## src/rtl/calc_op_sequencer.sv

```systemverilog
// calc_op_sequencer: turns debounced pushbutton presses into single operation
// issues on the combinational 4-bit calculator. Each issue latches the
// operands, holds them for a settle window, then captures the result and
// overflow. Accumulate mode feeds the held result back as operand A.
// state_o mirrors the FSM state register so checkers can observe it.
module calc_op_sequencer #(
    parameter int SETTLE_CYCLES = 2
) (
    input  logic       CLOCK_50,
    input  logic       Reset,
    input  logic [2:0] KEY,
    input  logic [7:0] SW,
    input  logic       ACC,
    output logic [2:0] calc_op,
    output logic [3:0] calc_A,
    output logic [3:0] calc_B,
    input  logic [3:0] calc_R,
    input  logic       calc_ovf,
    output logic [3:0] R_out,
    output logic       ovf_out,
    output logic       busy,
    output logic       done,
    output logic [3:0] op_count,
    output logic [1:0] state_o
);

    typedef enum logic [1:0] {
        ST_IDLE  = 2'd0,
        ST_ISSUE = 2'd1,
        ST_HOLD  = 2'd2
    } state_t;

    // The settle counter counts down to zero, so it is loaded with one less
    // than the number of hold cycles.
    localparam logic [3:0] SETTLE_LOAD = 4'(SETTLE_CYCLES - 1);

    logic [2:0] key_meta_q, key_sync_q, key_prev_q;
    logic [2:0] press;
    logic [2:0] win_op;

    state_t     state_q, state_d;
    logic [3:0] settle_q, settle_d;
    logic [2:0] op_q, op_d;
    logic [3:0] a_q, a_d;
    logic [3:0] b_q, b_d;
    logic [3:0] r_q, r_d;
    logic       ovf_q, ovf_d;
    logic       done_q, done_d;
    logic [3:0] cnt_q, cnt_d;

    // Two-flop synchronizer plus previous-value register; reset loads
    // "pressed" so a key held through reset never produces an edge.
    always_ff @(posedge CLOCK_50) begin
        if (Reset) begin
            key_meta_q <= 3'b000;
            key_sync_q <= 3'b000;
            key_prev_q <= 3'b000;
        end else begin
            key_meta_q <= KEY;
            key_sync_q <= key_meta_q;
            key_prev_q <= key_sync_q;
        end
    end

    // A press is a falling edge of the synchronized key; lowest index wins.
    always_comb begin
        press = key_prev_q & ~key_sync_q;
        if (press[0])      win_op = 3'b110;
        else if (press[1]) win_op = 3'b101;
        else               win_op = 3'b011;
    end

    // Next-state and datapath-load decisions for the IDLE/ISSUE/HOLD sequencer.
    always_comb begin
        state_d  = state_q;
        settle_d = settle_q;
        op_d     = op_q;
        a_d      = a_q;
        b_d      = b_q;
        r_d      = r_q;
        ovf_d    = ovf_q;
        done_d   = 1'b0;
        cnt_d    = cnt_q;
        case (state_q)
            ST_IDLE: begin
                if (|press) begin
                    state_d  = ST_ISSUE;
                    op_d     = win_op;
                    a_d      = ACC ? r_q : SW[7:4];
                    b_d      = SW[3:0];
                    settle_d = SETTLE_LOAD;
                    // Leaving accumulate mode starts a fresh overflow chain.
                    if (!ACC) begin
                        ovf_d = 1'b0;
                    end
                end
            end
            ST_ISSUE: begin
                if (settle_q == 4'd0) begin
                    r_d     = calc_R;
                    ovf_d   = ovf_q | calc_ovf;
                    cnt_d   = cnt_q + 4'd1;
                    done_d  = 1'b1;
                    op_d    = 3'b111;
                    state_d = ST_HOLD;
                end else begin
                    settle_d = settle_q - 4'd1;
                end
            end
            ST_HOLD: begin
                // Presses here are dropped; only a full release re-arms.
                if (&key_sync_q) begin
                    state_d = ST_IDLE;
                end
            end
            default: begin
                state_d = ST_IDLE;
            end
        endcase
    end

    // State and datapath registers with synchronous reset.
    always_ff @(posedge CLOCK_50) begin
        if (Reset) begin
            state_q  <= ST_IDLE;
            settle_q <= 4'd0;
            op_q     <= 3'b111;
            a_q      <= 4'd0;
            b_q      <= 4'd0;
            r_q      <= 4'd0;
            ovf_q    <= 1'b0;
            done_q   <= 1'b0;
            cnt_q    <= 4'd0;
        end else begin
            state_q  <= state_d;
            settle_q <= settle_d;
            op_q     <= op_d;
            a_q      <= a_d;
            b_q      <= b_d;
            r_q      <= r_d;
            ovf_q    <= ovf_d;
            done_q   <= done_d;
            cnt_q    <= cnt_d;
        end
    end

    assign calc_op  = op_q;
    assign calc_A   = a_q;
    assign calc_B   = b_q;
    assign R_out    = r_q;
    assign ovf_out  = ovf_q;
    assign done     = done_q;
    assign op_count = cnt_q;
    assign busy     = (state_q != ST_IDLE);
    assign state_o  = state_q;

endmodule

```

## config.mk

```make
export PLATFORM = sky130hd
export DESIGN_NAME = calc_op_sequencer
export DESIGN_NICKNAME = d
export VERILOG_FILES = /design/src/rtl/calc_op_sequencer.sv
export SDC_FILE = /design/constraint.sdc
export NUM_CORES = 1
export LEC_CHECK = 0
export CAP_MARGIN = 25
export CORE_MARGIN = 4
export CORE_UTILIZATION = 35
export DETAILED_ROUTE_END_ITERATION = 7
export HOLD_SLACK_MARGIN = 0.12
export PLACE_DENSITY = 0.66
export SLEW_MARGIN = 10
export SYNTH_ARGS = -nofsm -noshare
export SYNTH_HDL_FRONTEND = slang
export SYNTH_SLANG_ARGS = --single-unit
```

## constraint.sdc

```tcl
create_clock -name CLOCK_50 -period 1.5 [get_ports CLOCK_50]
set_clock_uncertainty 0.15 [all_clocks]
set_input_delay 0.15 -clock CLOCK_50 [delete_from_list [all_inputs] [get_ports CLOCK_50]]
set_output_delay 0.15 -clock CLOCK_50 [all_outputs]
set_load 0.1 [all_outputs]
```

==> flow_summary.rst, run 1 <==
.. list-table::
   :header-rows: 1

   * - Metric
     - Value
   * - Status
     - finished with violations
   * - Failing checks
     - negative setup slack
   * - Drt pass-1 iters
     - 4
   * - Fin. Hold Viols
     - 0
   * - Internal power of the cells
     - 2150 uW
   * - Logic pwr share
     - 24.2%
   * - Clk_lat worst skew
     - 0.29 ns
   * - Leading post-synthesis cells by cell area
     - dfxtp_1 48%, mux2i_1 5.3%, nor2b_1 4.6%
   * - Time the final worst path needs with I/O delays and setup
     - 1.56 ns
   * - Clock-pin slew of the registers on the worst-case setup and hold paths
     - 0.08 ns
   * - Worst VDD drop
     - 0.588 mV
   * - Placed wire-length estimate
     - 2880 um
   * - Number of clock sinks
     - 36
   * - Finished Cell Area
     - 2780 um2
   * - Number of port buffers
     - 42
   * - Crit path max fanout
     - 5
   * - Sequential cell area
     - 737 um2
   * - Avg Cell Area, Syn
     - 9.76 um2
   * - Synth Flop Type
     - dfxtp_1
   * - Layout cell share with drive strength beyond 1
     - 47.4%
   * - Highest clock rate
     - 0.642 GHz
   * - Critical path startpoint category
     - register
   * - Area share of the leading cell type in the synthesized netlist
     - 48.0%
   * - Largest net degree at the start of global routing
     - 16
   * - Number of standard cells in the layout, taps in and fillers out
     - 282
   * - First-pass GRT wire length
     - 6870 um
   * - Category of the worst setup path capture point
     - register
   * - Residual antenna-violating net count after detailed routing
     - 0
   * - Slew at the pin closest to its max-slew limit
     - 0.265 ns
   * - CTS Root Cell
     - clkbuf_8
   * - Slowest CP cell
     - dfxtp_4
   * - Cell Count Post-Placement
     - 262
   * - Clock power frac
     - 40.6%
   * - Pins over their slew limit
     - 0
   * - # H-tree levels
     - 2
   * - Worst rel slew slack
     - 82.2%
   * - RSZ-0062 raised after global routing
     - true
   * - Area post-placement
     - 2360 um2
   * - Cells traversed along the worst timing path
     - or2_4 -> a31oi_4 -> buf_6 -> mux2i_1 -> nor2_1
   * - Number of global-route vias before repair
     - 1487
   * - Ports
     - 43
   * - Clock tree from TritonCTS
     - yes
   * - DIE AREA
     - 5410 um2
   * - Flip-flop and latch count after synthesis
     - 36
   * - Area of combinational cells with multiple inputs
     - 815 um2
   * - Filler cell count in the final layout
     - 300
   * - Count of different cell masters after synthesis
     - 41
   * - Sequential power share
     - 35.2%
   * - Core outline area
     - 4090 um2
   * - Number of enable flip-flop cells after synthesis
     - 0
   * - Initial antenna violation count
     - 0
   * - Leakage power of the design
     - 0.00109 uW
   * - Remaining DRCs
     - 0
   * - Area delta synth->final
     - 84.8%
   * - Number of placement rows
     - 23
   * - Proportion of synthesized flip-flops having asynchronous set or reset
     - 0%
   * - Initial cell density of the core
     - 36.8%
   * - Total congestion overflow
     - 0
   * - Data required time at the worst endpoint
     - 1.54 ns
   * - Number of max-capacitance violations reported
     - 0
   * - Syn nets
     - 176
   * - Warning count from the yosys run
     - 0
   * - Netlist Area Pre-Place
     - 1500 um2
   * - Type of the tightest min-delay check
     - in2reg
   * - Number of nets in the layout
     - 253
   * - Smallest setup slack after layout
     - -0.0575 ns
   * - Via density per instance
     - 4.84
   * - CTS buffer count
     - 5
   * - Overall track demand over capacity in global routing
     - 16.6%
   * - Worst setup path class
     - reg2reg
   * - Final setup violating endpoints
     - 13
   * - Endpoint arrival time on the critical path
     - 1.60 ns
   * - Routed Wire Length
     - 4270 um
   * - Detailed Route Iter0 Violations
     - 44
   * - Diodes inserted
     - 0
   * - Stage delay of the slowest cell on the critical path
     - 0.36 ns
   * - Mean routed wirelength per cell
     - 15.1 um
   * - Net switching power of the design
     - 803 uW
   * - Detailed-route via count
     - 1364
   * - Horizontal extent of the die
     - 73.5 um
   * - Switch share
     - 27.2%
   * - Post-synthesis cell type with the largest combined area
     - dfxtp_1
   * - Maximum count of clock buffers along a single path
     - 2
   * - Power per standard cell area
     - 1060 nW/um2
   * - Routability-driven placement congestion ratio
     - 0.935
   * - Chip Height
     - 73.5 um
   * - Register area share after synthesis
     - 48.0%
   * - Part of the cycle the worst path needs
     - 104%
   * - Post-synthesis instance total
     - 154
==> routing by layer <==
metal / vias up / routed length, um / GRT usage (%)
met5: - / 0 / 0
met4: 0 / 73 / 7.65
met3: 9 / 143 / 4.51
met2: 28 / 2260 / 28.7
met1: 654 / 1790 / 18.7
li1: 673 / - / -
==> cell families (layout without fill, tap and decap cells) <==
family                   Yosys count  in the layout  share of synthesized area, %
AO/OA/AOI/OAI                     26             26                          13.5
XOR/XNOR                           3              3                          1.75
adder cells (fa/ha/maj)            3              3                          2.50
buffers and inverters             16             94                          6.41
flip-flops                        36             36                          48.0
multiplexers                       8              8                          5.33
AND/OR/NAND/NOR                   62             62                          22.6
==> per-stage QoR <==
stage          power (uW)  TNS [ns]  hold WS, ns  setup WS, ns  utilization [%]
6_report             2950    -0.362        0.257       -0.0575             67.9
5_1_grt              3040     -1.26        0.259        -0.116             67.9
4_1_cts              2920    -0.138        0.251       -0.0509             65.0
3_5_place_dp         1680    -0.548        0.284        -0.149             57.9
3_3_place_gp         1670    -0.143        0.268       -0.0702             57.9
2_1_floorplan        1420     -6.13        0.128        -0.354                -
==> Yosys cell counts (2+ instances only) <==
| cell type | n |
|---|---|
| a211oi_1 | 2 |
| inv_1 | 7 |
| nand2_1 | 11 |
| o21ai_0 | 2 |
| ha_1 | 3 |
| a21oi_1 | 9 |
| nand3_1 | 2 |
| nor2b_1 | 11 |
| a211oi_2 | 3 |
| a41oi_1 | 2 |
| clkbuf_1 | 4 |
| nor2_2 | 3 |
| nor3_1 | 4 |
| dfxtp_1 | 36 |
| or3_1 | 3 |
| nand2b_1 | 6 |
| xnor2_1 | 3 |
| mux2i_1 | 8 |
| nor2_1 | 13 |
==> area by class of cell <==
type                    count  area share [%]
repair buffers             79            35.2
clock inverters             3            3.24
multi-input cells         102            29.3
inverters                   7           0.946
clock buffers               5            2.48
flip-flops and latches     36            26.5
well taps                  50            2.25
==> flip-flops by register name, indices dropped and copies added, names as in the netlist, 3 cells and up <==
| name | count |
|---|---|
| key_meta_q | 3 |
| key_sync_q | 3 |
| op_count | 4 |
| calc_op | 3 |
| calc_B | 4 |
| settle_q | 4 |
| key_prev_q | 3 |
| R_out | 4 |
| calc_A | 4 |
==> cell usage in the layout (no fill, tap or decap), drive strengths merged, types with 2 or more instances in the layout <==
cell           count
a21oi              9
a31oi              2
nor3               4
xnor2              3
a211oi             5
bufinv             3
buf               61
ha                 3
nor2              17
a41oi              2
dfxtp             36
nand2             11
nor2b             11
nand2b             6
clkbuf             5
inv                7
or3                3
o21ai              2
clkdlybuf4s50     18
mux2i              8
nand3              2
==> power by group through the flow <==
stage	Sequential [uW]	Clock [uW]	Combinational, uW
finish	1040	1200	713
global route	1040	1250	745
CTS	1040	1210	670
detailed placement	1060	0	620
global placement	1060	0	614
floorplan	1240	0	183
==> critical path, delay by kind of cell, from the launching register on <==
kind                   cells  cell delay (ns)
flip-flops                 1             0.36
AND/OR/NAND/NOR            2             0.32
AO/OA/AOI/OAI              1             0.26
multiplexers               1             0.19
buffers and inverters      1             0.17
==> path summary, 6_finish.rpt <==
path                               startpoint             to  slack, ns  depth (start not counted)
worst max-delay path               state_o[0]      calc_B[3]      -0.06                          5
worst min register to register  key_meta_q[2]  key_sync_q[2]       0.30                          1
worst min-delay path                   KEY[2]  key_meta_q[2]       0.26                          2
worst max register to register     state_o[0]      calc_B[3]      -0.06                          5
==> repair_timing <==
action / in CTS / in global routing
setup buffers: 7 / 5
hold buffers: 0 / 0
pin swaps: 8 / 8
endpoints found under the setup margin: 17 / 19
resized for setup: 19 / 19
endpoints found under the hold margin: 0 / 0
No activity file was read; power rests on OpenSTA's default activity.
==> run 2, diff against run 1 <==
--- a/config.mk
+++ b/config.mk
@@ -10,7 +10,7 @@
 export CORE_UTILIZATION = 35
 export DETAILED_ROUTE_END_ITERATION = 7
 export HOLD_SLACK_MARGIN = 0.12
-export PLACE_DENSITY = 0.66
+export PLACE_DENSITY = 0.64
 export SLEW_MARGIN = 10
 export SYNTH_ARGS = -nofsm -noshare
 export SYNTH_HDL_FRONTEND = slang
==> constraint.sdc (replaced) <==
create_clock -name CLOCK_50 -period 1.47 [get_ports CLOCK_50]
set_clock_uncertainty 0.15 [all_clocks]
set_input_delay 0.147 -clock CLOCK_50 [delete_from_list [all_inputs] [get_ports CLOCK_50]]
set_output_delay 0.147 -clock CLOCK_50 [all_outputs]
set_load 0.1 [all_outputs]
==> flow_summary.rst, run 2 (same netlist as run 1, synthesis figures left out) <==
.. list-table::
   :header-rows: 1

   * - Metric
     - Value
   * - Worst rel slew slack
     - 75.9%
   * - Leading cell type in the layout, fill and taps excluded
     - dfxtp_1
   * - Critical path startpoint category
     - register
   * - Filler cell count in the final layout
     - 303
   * - Number of max-capacitance violations reported
     - 0
   * - Ports
     - 43
   * - Internal power of the cells
     - 1840 uW
   * - Area delta synth->final
     - 80.3%
   * - Number of global-route vias before repair
     - 1431
   * - Highest clock rate
     - 0.645 GHz
   * - Commonest cells after routing, fill and taps aside
     - 28 x dfxtp_1, 24 x buf_4, 24 x buf_12
   * - Number of nets in the layout
     - 248
   * - Overall track demand over capacity in global routing
     - 15.0%
   * - Clock power frac
     - 33.6%
   * - Power per standard cell area
     - 981 nW/um2
   * - Status
     - finished with violations
   * - Maximum count of clock buffers along a single path
     - 2
   * - Remaining DRCs
     - 0
   * - Number of placement rows
     - 23
   * - Worst VDD drop
     - 0.829 mV
   * - Clk_lat worst skew
     - 0.29 ns
   * - Crit path max fanout
     - 6
   * - Chip Height
     - 73.5 um
   * - Endpoint arrival time on the critical path
     - 1.62 ns
   * - Logic pwr share
     - 26.6%
   * - Largest net degree at the start of global routing
     - 15
   * - Placed wire-length estimate
     - 3030 um
   * - Initial antenna violation count
     - 0
   * - Clock tree from TritonCTS
     - yes
   * - Via density per instance
     - 4.89
   * - Slew at the pin closest to its max-slew limit
     - 0.360 ns
   * - Residual antenna-violating net count after detailed routing
     - 0
   * - Number of clock sinks
     - 36
   * - Core outline area
     - 4090 um2
   * - CTS buffer count
     - 5
   * - Switch share
     - 31.0%
   * - CTS Root Cell
     - clkbuf_8
   * - Data required time at the worst endpoint
     - 1.54 ns
   * - Number of port buffers
     - 42
   * - Diodes inserted
     - 0
   * - Net switching power of the design
     - 824 uW
   * - Sum of negative setup slack
     - -0.610 ns
   * - Routability-driven placement congestion ratio
     - 0.812
   * - Pins over their slew limit
     - 0
   * - Total congestion overflow
     - 0
   * - Mean routed wirelength per cell
     - 14.3 um
   * - Worst setup path class
     - reg2reg
   * - Failing checks
     - negative setup slack
   * - Number of hold-repair buffers added at the cts stage
     - 0
   * - Layout cell share with drive strength beyond 1
     - 48.0%
   * - Final setup violating endpoints
     - 18
   * - Detailed-route via count
     - 1354
   * - Type of the tightest min-delay check
     - in2reg
   * - Fin. Hold Viols
     - 0
   * - # H-tree levels
     - 2
   * - RSZ-0062 raised after global routing
     - true
   * - Horizontal extent of the die
     - 73.5 um
   * - Part of the cycle the worst path needs
     - 105%
   * - DP Worst Slack
     - -0.193 ns
   * - Sequential power share
     - 39.8%
   * - Initial cell density of the core
     - 36.8%
   * - Detailed Route Iter0 Violations
     - 61
   * - Drt pass-1 iters
     - 4
   * - DIE AREA
     - 5410 um2
   * - Leakage power of the design
     - 0.00105 uW
   * - Clock-pin slew of the registers on the worst-case setup and hold paths
     - 0.08 ns
   * - Routed Wire Length
     - 3970 um
   * - First-pass GRT wire length
     - 6290 um
   * - Time the final worst path needs with I/O delays and setup
     - 1.55 ns
   * - Category of the worst setup path capture point
     - register
   * - Smallest setup slack after layout
     - -0.0804 ns
[run 2: path summary, 6_finish.rpt]
| check | from | to | slack (ns) | cells past startpoint |
|---|---|---|---|---|
| worst min register to register | key_meta_q[1] | key_sync_q[1] | 0.30 | 1 |
| worst max-delay path | state_o[0] | calc_op[1] | -0.08 | 5 |
| worst min-delay path | KEY[2] | key_meta_q[2] | 0.25 | 2 |
| worst max register to register | state_o[0] | calc_op[1] | -0.08 | 5 |
[run 2: power by group through the flow]
stage          Clock [uW]  Combinational, uW  Sequential [uW]
6_report              894                706             1060
5_1_grt               961                735             1060
4_1_cts               909                672             1060
3_5_place_dp            0                647             1080
3_3_place_gp            0                635             1080
2_1_floorplan           0                186             1270
[run 2: final cells by class]
| class | count | area [um2] | area share, % |
|---|---|---|---|
| well taps | 50 | 62.6 | 2.31 |
| clock buffers | 5 | 68.8 | 2.54 |
| inverters | 7 | 26.3 | 0.970 |
| repair buffers | 74 | 931 | 34.3 |
| clock inverters | 3 | 45.0 | 1.66 |
| multi-input cells | 102 | 841 | 31.0 |
| flip-flops and latches | 36 | 736 | 27.1 |
[run 2: routing by layer]
layer / part of all wire, % / vias up / track usage, %
li1: - / 663 / -
met1: 38 / 657 / 16.4
met2: 57 / 30 / 28.3
met3: 3.8 / 4 / 4.24
met4: 0.76 / 0 / 3.22
met5: 0 / - / 0
[run 2: worst max-delay path, stage by stage, from the launching register on]
cell and delay [ns]:
dfxtp_4 0.38, or3b_4 0.43, nor2_4 0.15, buf_6 0.16
nor4_4 0.04, a41oi_2 0.16
[run 2: metrics by stage]
step / instances / hold slack (ns) / utilization (%) / power [uW] / area (um2)
floorplan: 154 / 0.125 / - / 1450 / 1520
global placement: 267 / 0.269 / 58.8 / 1710 / 2400
detailed placement: 267 / 0.295 / 58.8 / 1730 / 2400
CTS: 277 / 0.251 / 63.4 / 2640 / 2590
global route: 277 / 0.248 / 66.3 / 2760 / 2710
finish: 277 / 0.254 / 66.3 / 2660 / 2710
[run 2: timing repair]
item,in CTS,in global routing
endpoints found under the setup margin,17,25
resized for setup,17,27
setup buffers,2,1
pin swaps,12,18
